--- src/rtl/accel_speed_classifier.sv ---
// Sample change filter, bit-serial floor sqrt of x^2+y^2+z^2 and speed classifier with downward hysteresis.
// Accept-to-done latency W+2 clocks; in_ready is low while a computation runs and samples offered then are not taken.
module accel_speed_classifier #(
  parameter int W      = 12,
  parameter int TOL    = 75,
  parameter int LEVELS = 5,
  parameter int STEP   = 200,
  parameter int HYST   = 20
) (
  input  logic                      clk,
  input  logic                      rst,
  input  logic                      in_valid,
  output logic                      in_ready,
  input  logic [W-1:0]              x_acc,
  input  logic [W-1:0]              y_acc,
  input  logic [W-1:0]              z_acc,
  input  logic                      axis3_en,
  input  logic                      force_accept,
  output logic [W-1:0]              x_mag,
  output logic [W-1:0]              y_mag,
  output logic [W-1:0]              z_mag,
  output logic                      x_neg,
  output logic                      y_neg,
  output logic                      z_neg,
  output logic [W-1:0]              magnitude,
  output logic [$clog2(LEVELS)-1:0] speed,
  output logic                      done,
  output logic                      busy
);
  localparam int SW = $clog2(LEVELS);
  localparam int CW = $clog2(W);
  localparam int RW = 2*W + 2;
  localparam logic signed [W:0] TOL_S = TOL[W:0];

  typedef enum logic [1:0] {IDLE, SQUARE, ROOT, CLASSIFY} state_t;

  state_t          state_q, state_d;
  logic            first_q, first_d;
  logic [W-1:0]    xl_q, xl_d, yl_q, yl_d, zl_q, zl_d;
  logic [W-1:0]    x_mag_q, x_mag_d, y_mag_q, y_mag_d, z_mag_q, z_mag_d;
  logic            x_neg_q, x_neg_d, y_neg_q, y_neg_d, z_neg_q, z_neg_d;
  logic            ax3_q, ax3_d;
  logic [2*W-1:0]  sum_q, sum_d;
  logic [RW-1:0]   rem_q, rem_d;
  logic [W-1:0]    root_q, root_d;
  logic [CW-1:0]   cnt_q, cnt_d;
  logic [W-1:0]    mag_q, mag_d;
  logic [SW-1:0]   speed_q, speed_d;
  logic            done_q, done_d;

  logic [W-1:0]    z_eff;
  logic signed [W:0] dx, dy, dz;
  logic            changed;
  logic [RW+1:0]   rem_sh, trial;
  logic [SW-1:0]   raw;
  int              thr;

  function automatic logic [W-1:0] abs_w(input logic [W-1:0] v);
    // -2^(W-1) maps onto its own bit pattern, which read unsigned is 2^(W-1)
    return v[W-1] ? ((~v) + W'(1)) : v;
  endfunction

  function automatic logic over_tol(input logic signed [W:0] d);
    return (d > TOL_S) || (d < -TOL_S);
  endfunction

  always_comb begin
    z_eff   = axis3_en ? z_acc : '0;
    dx      = $signed({x_acc[W-1], x_acc}) - $signed({xl_q[W-1], xl_q});
    dy      = $signed({y_acc[W-1], y_acc}) - $signed({yl_q[W-1], yl_q});
    dz      = $signed({z_eff[W-1], z_eff}) - $signed({zl_q[W-1], zl_q});
    changed = over_tol(dx) || over_tol(dy) || (axis3_en && over_tol(dz));

    rem_sh  = {rem_q, sum_q[2*W-1 -: 2]};
    trial   = {{(W+2){1'b0}}, root_q, 2'b01};

    raw = '0;
    for (int k = 1; k < LEVELS; k++) begin
      if (int'(root_q) >= k*STEP) raw = SW'(k);
    end
    thr = 0;
    for (int k = 1; k < LEVELS; k++) begin
      if (speed_q == SW'(k)) thr = k*STEP - HYST;
    end
  end

  always_comb begin
    state_d = state_q;
    first_d = first_q;
    xl_d = xl_q;  yl_d = yl_q;  zl_d = zl_q;
    x_mag_d = x_mag_q;  y_mag_d = y_mag_q;  z_mag_d = z_mag_q;
    x_neg_d = x_neg_q;  y_neg_d = y_neg_q;  z_neg_d = z_neg_q;
    ax3_d   = ax3_q;
    sum_d   = sum_q;
    rem_d   = rem_q;
    root_d  = root_q;
    cnt_d   = cnt_q;
    mag_d   = mag_q;
    speed_d = speed_q;
    done_d  = 1'b0;

    case (state_q)
      IDLE: begin
        if (in_valid && (force_accept || first_q || changed)) begin
          first_d = 1'b0;
          xl_d = x_acc;  yl_d = y_acc;  zl_d = z_eff;
          x_mag_d = abs_w(x_acc);  y_mag_d = abs_w(y_acc);  z_mag_d = abs_w(z_eff);
          x_neg_d = x_acc[W-1];    y_neg_d = y_acc[W-1];    z_neg_d = z_eff[W-1];
          ax3_d   = axis3_en;
          state_d = SQUARE;
        end
      end
      SQUARE: begin
        sum_d  = {{W{1'b0}}, x_mag_q} * {{W{1'b0}}, x_mag_q}
               + {{W{1'b0}}, y_mag_q} * {{W{1'b0}}, y_mag_q}
               + {{W{1'b0}}, z_mag_q} * {{W{1'b0}}, z_mag_q};
        rem_d  = '0;
        root_d = '0;
        cnt_d  = '0;
        state_d = ROOT;
      end
      ROOT: begin
        // Bring down the next two radicand bits, try subtracting 4*root+1
        if (rem_sh >= trial) begin
          rem_d  = RW'(rem_sh - trial);
          root_d = {root_q[W-2:0], 1'b1};
        end else begin
          rem_d  = RW'(rem_sh);
          root_d = {root_q[W-2:0], 1'b0};
        end
        sum_d = {sum_q[2*W-3:0], 2'b00};
        cnt_d = cnt_q + CW'(1);
        if (cnt_q == CW'(W-1)) state_d = CLASSIFY;
      end
      CLASSIFY: begin
        mag_d = root_q;
        if (raw >= speed_q) speed_d = raw;
        else if (int'(root_q) < thr) speed_d = raw;
        done_d  = 1'b1;
        state_d = IDLE;
      end
      default: state_d = IDLE;
    endcase
  end

  always_ff @(posedge clk) begin
    if (rst) begin
      state_q <= IDLE;
      first_q <= 1'b1;
      xl_q <= '0;  yl_q <= '0;  zl_q <= '0;
      x_mag_q <= '0;  y_mag_q <= '0;  z_mag_q <= '0;
      x_neg_q <= 1'b0;  y_neg_q <= 1'b0;  z_neg_q <= 1'b0;
      ax3_q   <= 1'b0;
      sum_q   <= '0;
      rem_q   <= '0;
      root_q  <= '0;
      cnt_q   <= '0;
      mag_q   <= '0;
      speed_q <= '0;
      done_q  <= 1'b0;
    end else begin
      state_q <= state_d;
      first_q <= first_d;
      xl_q <= xl_d;  yl_q <= yl_d;  zl_q <= zl_d;
      x_mag_q <= x_mag_d;  y_mag_q <= y_mag_d;  z_mag_q <= z_mag_d;
      x_neg_q <= x_neg_d;  y_neg_q <= y_neg_d;  z_neg_q <= z_neg_d;
      ax3_q   <= ax3_d;
      sum_q   <= sum_d;
      rem_q   <= rem_d;
      root_q  <= root_d;
      cnt_q   <= cnt_d;
      mag_q   <= mag_d;
      speed_q <= speed_d;
      done_q  <= done_d;
    end
  end

  assign in_ready  = (state_q == IDLE);
  assign busy      = ~in_ready;
  assign x_mag     = x_mag_q;
  assign y_mag     = y_mag_q;
  assign z_mag     = z_mag_q;
  assign x_neg     = x_neg_q;
  assign y_neg     = y_neg_q;
  assign z_neg     = z_neg_q;
  assign magnitude = mag_q;
  assign speed     = speed_q;
  assign done      = done_q;

endmodule
--- config.mk ---
export PLATFORM = sky130hd
export DESIGN_NAME = accel_speed_classifier
export DESIGN_NICKNAME = d
export VERILOG_FILES = /design/src/rtl/accel_speed_classifier.sv
export SDC_FILE = /design/constraint.sdc
export NUM_CORES = 1
export LEC_CHECK = 0
export CAP_MARGIN = 20
export CORE_MARGIN = 2
export CORE_UTILIZATION = 35
export DETAILED_ROUTE_END_ITERATION = 8
export GPL_ROUTABILITY_DRIVEN = 0
export SLEW_MARGIN = 40
export SYNTH_ARGS = -nofsm -noshare
export SYNTH_HDL_FRONTEND = slang
export SYNTH_SLANG_ARGS = --single-unit
--- constraint.sdc ---
create_clock -name clk -period 16.3 [get_ports clk]
set_input_delay 1.63 -clock clk [delete_from_list [all_inputs] [get_ports clk]]
set_output_delay 1.63 -clock clk [all_outputs]
set_load 0.02 [all_outputs]
==> run metrics <==
Core Box Area=64200 um2; FMAX=around 120 MHz; VDD IR-drop max=0.109 mV; Yosys cell types=80; Synthesized Nets=approximately 3300; Die X=258 um; endpoint class of the critical path=flop; standby leakage power=0.0117 uW; startpoint types=flop; xor and xnor fraction of the mapped netlist area=~3.5%; compound-cell area share of the yosys netlist=between 10% and 20%; crit-path max FO=16; Max Slew Vio Count=0; Post-synth EDFFs=0; layout cells sized above 1=between 3 and 4%; Mapped Cells=approximately 2700; vias in the first global route=17800; dpl cell area=24300 um2; Setup violations, final=0; Yosys reg bits=154; initial antenna violation count=1; final total power=3060 uW; Post-CTS Hold Buffers=0; synth top area cells=fa_1 (29%), dfxtp_1 (14%), ha_1 (12%); worst slew pin tran=810 ps; clk sinks=154; post-synth top area cell=fa_1; final core utilization=between 30 and 40%; Buffers on Ports=97; Worst Clk Skew=~14 ps; CTS Buf Count=17; Worst Path Arrival=8690 ps; cell row count=93; nets=roughly 3300; PwrDens=123 nW/um2; largest family of logic cells by synthesized area=adder cells; # diodes=0; Crit Path Category=flop to flop; first-pass GRT wire length=91000 um; hold path start=rem_q[25]$_SDFFE_PP0P_; CTS root buf=clkbuf_16; via count=17200; adder-cell area share of the yosys netlist=41.1%; Final Instance Area=24900 um2; register area share after synthesis=13.6%; Worst path max stage delay=approximately 730 ps; top-area cell type share of the netlist area=28.7%; Final Cycle Share=50.8%; num ports=98; CTS tree=done; Iter 0 DRT Violations=911; Die Area=between 60000 and 70000 um2; Primary FF master, synth=dfxtp_1; setup repair bufs after CTS=0; max-cap violations=0; clk_lat worst skew=500 ps; setup tns final=0 ps; Via density=4.87; Clock Pin Slew Worst Setup and Hold Paths=80 ps; WL/cell=~15 um; GRT overflow=0; Post-Synth Simple-Gate Area=around 16%; Worst path slowest cell=dfxtp_1; # DRC=0; DPL Wire Length=42800 um; RSZ-0062 raised after global routing=false; outcome=complete, no violations; Total Wirelength=53500 um; worst r2r src=x_mag[8]$_SDFFE_PP0P_; DR pass1 iterations=5; Warnings, synthesis=0; largest net degree at the start of global routing=77; Avg Inst Size Synth=8.51 um2; worst rel slew slack=45.9%; post-CTS resize count=0; Die Height=258 um; fraction of synthesized area in multiplexers=1.29%; total track usage=16.9%; most frequent CP cell=fa_1; mapped cell area=22700 um2; Area growth, synth to finish=10.0%; FFs w/ async S/R, synth=0%; Antenna Nets Post-Route=0; Starting Density=35.3%; Max clock buf depth=2; Hold Crit Class=flop to flop; crit path from=x_mag[8]$_SDFFE_PP0P_; Tmin final=between 8000 and 9000 ps; WP data required=approximately 17000 ps; Clock H-tree levels=4; Final Hold Fails=0
==> cells by family (layout without fill, tap and decap cells) <==
| group | after synthesis | count (layout) |
|---|---|---|
| AND/OR/NAND/NOR | 696 | 696 |
| buffers and inverters | 679 | 701 |
| adder cells (fa/ha/maj) | 549 | 549 |
| AO/OA/AOI/OAI | 467 | 467 |
| flip-flops | 154 | 154 |
| XOR/XNOR | 90 | 90 |
| multiplexers | 29 | 29 |
==> per-layer routing <==
metal  up-vias  share of wire, %  GRT usage, %  routed length (um)
met5         -                 0             0                   0
met4         0               1.6          4.03                 837
met3        46               3.5          2.38                1860
met2       238                47          28.1               25100
met1      8356                48          23.3               25700
li1       8593                 -             -                   -
==> power by group <==
part	internal, uW	total (uW)	switching [uW]
registers	432	528	95.6
clock network	202	408	205
logic	879	2120	1240
==> cell usage in the layout, fill, tap and decap left out, types with 96 or more instances in the layout <==
| cell type | synthesis | routed |
|---|---|---|
| inv_1 | 556 | 556 |
| fa_1 | 325 | 325 |
| ha_1 | 224 | 223 |
| nand2_1 | 192 | 192 |
| dfxtp_1 | 154 | 153 |
| a21oi_1 | 123 | 123 |
| and2_1 | 124 | 123 |
| nor2_1 | 119 | 117 |
| o21ai_0 | 107 | 107 |
| clkdlybuf4s50_1 | 0 | 96 |
==> synthesized netlist by cell type (all sizes together), types with 24 or more instances <==
| cell type | number |
|---|---|
| inv | 556 |
| a21o | 24 |
| nand2b | 31 |
| fa | 325 |
| dfxtp | 154 |
| clkbuf | 99 |
| xnor2 | 47 |
| nand2 | 192 |
| and2 | 124 |
| a21oi | 123 |
| buf | 24 |
| ha | 224 |
| xor2 | 43 |
| nand3 | 69 |
| nor2 | 119 |
| mux2i | 27 |
| nor3 | 26 |
| nor2b | 37 |
| a211oi | 35 |
| o21ai | 119 |
==> final timing paths <==
check / end / slack (ps) / cells past startpoint
worst max register to register: sum_q[20]$_SDFFE_PP0P_ / 8020 / 25
worst min-delay path: rem_q[25]$_SDFFE_PP0P_ / 450 / 2
worst min register to register: rem_q[25]$_SDFFE_PP0P_ / 450 / 2
worst max-delay path: sum_q[20]$_SDFFE_PP0P_ / 8020 / 25
==> critical path: cells and delay by family (launching register included) <==
family,cells,cell delay (ps)
fa+ha+maj,9,4480
compound gates,7,2120
simple gates,4,590
buf+inv,5,240
flops,1,730
==> cell type report <==
cell class,instances,area (um2)
well taps,855,1070
clock inverters,15,155
inverters,556,2090
multi-input cells,1831,17000
flip-flops and latches,154,3080
repair buffers,113,1100
clock buffers,17,425
fillers,6640,39300
==> registers in the layout (all words and copies together), names as in the netlist <==
name,cells
speed,3
yl_q,12
magnitude,12
first_q,1
cnt_q,4
state_q,2
root_q,12
y_mag,11
sum_q,24
zl_q,12
xl_q,12
x_mag,11
z_mag,11
rem_q,26
done,1
==> through the flow <==
stage | hold slack, ps | std cells | worst slack (ps)
final | 451 | 3541 | 8020
after global routing | 479 | 3541 | 7330
after CTS | 453 | 3540 | 7990
after floorplan | 426 | 2664 | 8860
after global placement | 436 | 3508 | 8090
after detailed placement | 443 | 3508 | 8050
(Power assumes the default switching activity.)
